<file path="src/rtl/rf_wb_arbiter.sv">
// Round-robin write-back arbiter for the integer register file write port,
// with pending-write hazard reporting. Optional forwarding: RF_WB_FORWARD_EN.
module rf_wb_arbiter #(
    parameter int unsigned NREQ = 3,
    parameter int unsigned XLEN = 32,
    parameter int unsigned AW   = 5
) (
    input  logic                 clk,
    input  logic                 rst,
    input  logic [NREQ-1:0]      req_valid,
    output logic [NREQ-1:0]      req_ready,
    input  logic [NREQ*AW-1:0]   req_addr,
    input  logic [NREQ*XLEN-1:0] req_data,
    output logic                 rf_we,
    output logic [AW-1:0]        rf_wa,
    output logic [XLEN-1:0]      rf_wd,
    input  logic [AW-1:0]        ra1,
    input  logic [AW-1:0]        ra2,
    output logic                 pend_hit1,
    output logic                 pend_hit2
`ifdef RF_WB_FORWARD_EN
    ,
    output logic                 fwd1_valid,
    output logic                 fwd2_valid,
    output logic [XLEN-1:0]      fwd1_data,
    output logic [XLEN-1:0]      fwd2_data
`endif
);

    localparam int unsigned PW = (NREQ > 1) ? $clog2(NREQ) : 1;

    logic [NREQ-1:0]           full_q, full_d;
    logic [NREQ-1:0][AW-1:0]   addr_q, addr_d;
    logic [NREQ-1:0][XLEN-1:0] data_q, data_d;
    logic [PW-1:0]             rr_ptr_q, rr_ptr_d;
    logic                      rf_we_q, rf_we_d;
    logic [AW-1:0]             rf_wa_q, rf_wa_d;
    logic [XLEN-1:0]           rf_wd_q, rf_wd_d;

    logic [NREQ-1:0]           grant;
    logic [NREQ-1:0]           accept;
    logic                      gnt_found;
    logic [PW-1:0]             gnt_idx;

    // First full slot at or after rr_ptr, wrapping modulo NREQ.
    always_comb begin
        int          idx;
        logic [PW-1:0] cand;
        gnt_found = 1'b0;
        gnt_idx   = '0;
        grant     = '0;
        idx       = 0;
        cand      = '0;
        for (int k = 0; k < int'(NREQ); k++) begin
            idx = int'(rr_ptr_q) + k;
            if (idx >= int'(NREQ)) begin
                idx = idx - int'(NREQ);
            end
            cand = PW'(idx);
            if (!gnt_found && full_q[cand]) begin
                gnt_found = 1'b1;
                gnt_idx   = cand;
            end
        end
        if (gnt_found) begin
            grant[gnt_idx] = 1'b1;
        end
    end

    // A slot being granted this cycle can take a new entry on the same edge.
    assign req_ready = rst ? '0 : (~full_q | grant);
    assign accept    = req_valid & req_ready;

    always_comb begin
        full_d   = full_q;
        addr_d   = addr_q;
        data_d   = data_q;
        rr_ptr_d = rr_ptr_q;
        rf_we_d  = 1'b0;
        rf_wa_d  = rf_wa_q;
        rf_wd_d  = rf_wd_q;
        for (int i = 0; i < int'(NREQ); i++) begin
            if (grant[i]) begin
                full_d[i] = 1'b0;
            end
            if (accept[i]) begin
                full_d[i] = 1'b1;
                addr_d[i] = req_addr[i*AW +: AW];
                data_d[i] = req_data[i*XLEN +: XLEN];
            end
        end
        if (gnt_found) begin
            rr_ptr_d = (gnt_idx == PW'(NREQ - 1)) ? '0 : gnt_idx + PW'(1);
            // Writes to x0 free the slot but never reach the register file.
            if (addr_q[gnt_idx] != '0) begin
                rf_we_d = 1'b1;
                rf_wa_d = addr_q[gnt_idx];
                rf_wd_d = data_q[gnt_idx];
            end
        end
    end

    always_ff @(posedge clk or posedge rst) begin
        if (rst) begin
            full_q   <= '0;
            addr_q   <= '0;
            data_q   <= '0;
            rr_ptr_q <= '0;
            rf_we_q  <= 1'b0;
            rf_wa_q  <= '0;
            rf_wd_q  <= '0;
        end else begin
            full_q   <= full_d;
            addr_q   <= addr_d;
            data_q   <= data_d;
            rr_ptr_q <= rr_ptr_d;
            rf_we_q  <= rf_we_d;
            rf_wa_q  <= rf_wa_d;
            rf_wd_q  <= rf_wd_d;
        end
    end

    assign rf_we = rf_we_q;
    assign rf_wa = rf_wa_q;
    assign rf_wd = rf_wd_q;

    logic slot_hit1, slot_hit2, out_hit1, out_hit2;
    logic ra1_nz, ra2_nz;

    always_comb begin
        slot_hit1 = 1'b0;
        slot_hit2 = 1'b0;
        for (int i = 0; i < int'(NREQ); i++) begin
            if (full_q[i] && (addr_q[i] == ra1)) slot_hit1 = 1'b1;
            if (full_q[i] && (addr_q[i] == ra2)) slot_hit2 = 1'b1;
        end
    end

    assign ra1_nz   = (ra1 != '0);
    assign ra2_nz   = (ra2 != '0);
    assign out_hit1 = rf_we_q && (rf_wa_q == ra1);
    assign out_hit2 = rf_we_q && (rf_wa_q == ra2);

`ifdef RF_WB_FORWARD_EN
    // The in-flight write is forwarded instead of stalling issue.
    assign pend_hit1  = ra1_nz & slot_hit1;
    assign pend_hit2  = ra2_nz & slot_hit2;
    assign fwd1_valid = ra1_nz & out_hit1;
    assign fwd2_valid = ra2_nz & out_hit2;
    assign fwd1_data  = rf_wd_q;
    assign fwd2_data  = rf_wd_q;
`else
    assign pend_hit1 = ra1_nz & (slot_hit1 | out_hit1);
    assign pend_hit2 = ra2_nz & (slot_hit2 | out_hit2);
`endif

endmodule

</file>
<file path="config.mk">
export PLATFORM = sky130hd
export DESIGN_NAME = rf_wb_arbiter
export DESIGN_NICKNAME = d
export VERILOG_FILES = /design/src/rtl/rf_wb_arbiter.sv
export SDC_FILE = /design/constraint.sdc
export NUM_CORES = 1
export LEC_CHECK = 0
export BUFFER_PORTS_ARGS = -buffer_cell sky130_fd_sc_hd__buf_2
export CAP_MARGIN = 40
export CELL_PAD_IN_SITES_DETAIL_PLACEMENT = 1
export CELL_PAD_IN_SITES_GLOBAL_PLACEMENT = 1
export CORE_MARGIN = 1.5
export CORE_UTILIZATION = 46
export CTS_CLUSTER_DIAMETER = 200
export CTS_CLUSTER_SIZE = 8
export DETAILED_ROUTE_END_ITERATION = 10
export PLACE_DENSITY_LB_ADDON = 0.1
export RECOVER_POWER = 100
export SKIP_LAST_GASP = 1
export SLEW_MARGIN = 20
export SYNTH_ARGS = -nofsm -noshare
export SYNTH_HDL_FRONTEND = slang
export SYNTH_SLANG_ARGS = --single-unit
</file>
<file path="constraint.sdc">
create_clock -name clk -period 13.77 [get_ports clk]
set_input_delay 1.377 -clock clk [delete_from_list [all_inputs] [get_ports clk]]
set_output_delay 1.377 -clock clk [all_outputs]
set_load 0.01 [all_outputs]
</file>
==> out/qor.yml <==
port_buffers: 168
io_pins: 169
clock_latency_ns: 0.43
synthAdderAreaFrac: 0.00689
post-dp-hpwl_um: 13800
ys_seq_elements: 154
drv_slew: 329
crit_chain: "clkbuf_1, clkinvlp_2, clkbuf_1, clkbuf_1"
core_sq_um: 15300
drt_iter0_drc: 209
seq_area_frac_synth: 0.530
ys_warn_count: 0
cpPeakStageDelay_ns: 2.46
drtPass1Iterations: 4
routabilityCongestion: 0.880
grt_pass1_vias: 5726
cts_resized: 0
syn2layout_area_growth_pct: 19.4
dieHeight_um: 129
skew_ns: 0.0112
setup_viol: 0
yosysUniqueCellTypes: 42
relSlewSlack: -1.26
cts_max_level: 4
hold_end: "rf_wd[19]"
finalHoldViolations: 0
leakagePower_nw: 3.99
synth_nets: 703
drive_gt1_frac: 0.374
switching_power_mw: 1.11
power_density_nw_per_um2: 318
postPlaceCellArea_sq_um: 8340
drc: 0
cp_data_arrival_time_ns: 7.17
reg2reg_depth: 12
power_switching_share: 0.403
dieArea_sq_um: 16600
crit_fanout: 64
utilization: 0.567
antenna_found_initial: 2
synth_compound_area_frac: 0.0723
cts_tree: "yes"
combPwrFrac: 0.500
rows: 45
track_usage: 0.249
tightestPinTransition_ns: 3.39
cp-start-kind: "input pin"
reg2reg_slack_ns: 6.83
vias: 5120
nNetsFinal: 861
timing.rr.start: "rr_ptr_q[0]"
muxShareOfSynthArea: 0.239
p_int_mw: 1.65
postSynthCellCount: 573
status: "finished with violations"
whs_path_depth: 1
rsz0062_at_grt: "false"
postCtsSetupRepairBufs: 0
drt-total-wl_um: 19400
grt_max_degree: 65
min_period_ns: 7.27
use_met1: 0.307
pwr-share-seq: 0.325
synth.avg_cell_area_sq_um: 12.7
cts_buffers: 17
cts-hold-fix-buffers: 0
hold_class: "reg2reg"
die_x_um: 129
stdcell_area_sq_um: 8680
hold_path_startpoint: "rf_wd[19]"
cts.sinks: 154
slowest_stage: "clkbuf_1"
via_per_inst: 5.36
critPathCaptureType: "async pin"
routedWlPerCell_um: 20.3
synth_top_family_by_area: "multiplexers"
grt.busiest_layer: "met2"
synth_simple_gate_area_frac: 0.0685
timing.rr.end: "rf_wd[31]"
clock_path_buffers: 2
cts_root_buf: "clkbuf_16"
synth_xor_area_frac: 0.0482
ant_nets: 0
clk_pin_slew_ns: 0.06
required_ns: 13.67
grt_first_pass_wirelength_um: 30800
violations: "capacitance limit, slew limit"
setup_tns_ns: 0
finalPower_mw: 2.76
use_met3: 0.0644
path_class: "in2async"
met2_usage: 0.429
fmax_mhz: 138
finalCritPeriodShare: 0.528
mappedNetlistArea_sq_um: 7270
maxCapViolCount: 9
max-vdd-ir-drop_mv: 0.187
start_util: 0.475
p_clk_frac: 0.175
gr-total-overflow: 0
critPathMostFrequentCell: "clkbuf_1"
sequential cells by signal, indices dropped and copies added, names as in the netlist:
signal and flops:
full_q 3, rr_ptr_q 2, rf_we 1, addr_q 15, rf_wa 5, rf_wd 32, data_q 96
critical path: cells and delay by family:
family	cells	cell delay, ns
buffers and inverters	4	5.70
power by group through the flow:
stage          Combinational [mW]  Clock (mW)  Sequential [mW]
5_1_grt                      1.52       0.511            0.930
6_report                     1.38       0.482            0.896
3_5_place_dp                 1.60           0            0.902
2_1_floorplan                1.24           0            0.853
4_1_cts                      1.62       0.493            0.898
3_3_place_gp                 1.46           0            0.888
metrics by stage:
step                      hold slack [ns]  worst slack (ns)  cells
after floorplan                     0.479              8.22    573
after global placement              0.488              9.13    917
after detailed placement            0.488              9.39    923
after CTS                           0.508              8.91    955
after global routing                0.523              5.29    955
final                               0.497              6.50    956
cell type report:
cell class | count | area [sq um]
inverters | 10 | 38.8
clock inverters | 11 | 141
multi-input cells | 371 | 3060
diodes | 1 | 2.50
flip-flops and latches | 154 | 3850
well taps | 211 | 264
clock buffers | 21 | 470
fillers | 1666 | 6640
repair buffers | 177 | 843
how the worst max path moves through the flow:
stage | to | cells after the start | startpoint | slack (ns)
finish | data_q[80] | 4 | rst | 6.50
CTS | req_ready[0] | 10 | rr_ptr_q[0] | 8.91
global route | data_q[48] | 4 | rst | 5.29
detailed placement | req_ready[0] | 10 | rr_ptr_q[0] | 9.39
global placement | req_ready[0] | 9 | rr_ptr_q[0] | 9.13
floorplan | addr_q[0] | 1 | rst | 8.22
Yosys cell counts (all sizes together):
library cell  count  area (sq um)
nand4             3          18.8
nor4              8          50.1
a21o              5          37.5
and2              3          18.8
or2               1          6.26
mux2i             1          10.0
o2bb2ai           1          8.76
a2111oi           1          8.76
a21oi             6          33.8
a22oi            32           240
or4               2          15.0
xor2             32           280
a221oi            4          35.0
nand2b            2          12.5
ha                4          50.1
o21ai             6          41.3
nand2            74           278
buf               9           104
mux2            145          1730
dfrtp           154          3850
a221o             1          10.0
and3b             1          8.76
a32oi             2          17.5
clkbuf           29           109
nor2              3          11.3
xnor2             8          70.1
nor2b             1          6.26
a31o              1          8.76
a211o             1          8.76
nand3            12          60.1
a211oi            1          7.51
o21a              2          15.0
and3              2          12.5
inv              10          37.5
a22o              6          52.6
kinds of logic (layout without fill, tap and decap cells):
| kind of cell | after synthesis | after routing |
|---|---|---|
| flops | 154 | 154 |
| simple gates | 112 | 112 |
| compound gates | 69 | 69 |
| mux | 146 | 146 |
| other cells | 0 | 1 |
| buf+inv | 48 | 219 |
| fa+ha+maj | 4 | 4 |
| xor+xnor | 40 | 40 |
placed cells by master, fill, tap and decap left out, types with 5 or more instances in the layout:
| cell | n |
|---|---|
| nand2_1 | 74 |
| clkbuf_1 | 53 |
| a21oi_1 | 6 |
| buf_2 | 124 |
| dfrtp_1 | 154 |
| nor4_1 | 8 |
| inv_1 | 9 |
| xor2_1 | 32 |
| o21ai_0 | 5 |
| a21o_1 | 5 |
| clkinv_2 | 5 |
| nand3_1 | 12 |
| a22oi_1 | 32 |
| a22o_1 | 6 |
| mux2_1 | 26 |
| mux2_2 | 119 |
| clkbuf_16 | 17 |
| xnor2_1 | 8 |
layer usage:
metal	wire [um]	vias to the layer above	share of wire
met5	12	-	0.00062
met4	376	2	0.019
met3	1160	29	0.060
met2	9890	143	0.51
met1	7970	2609	0.41
li1	-	2337	-
Power figures use the tool's default switching activity.
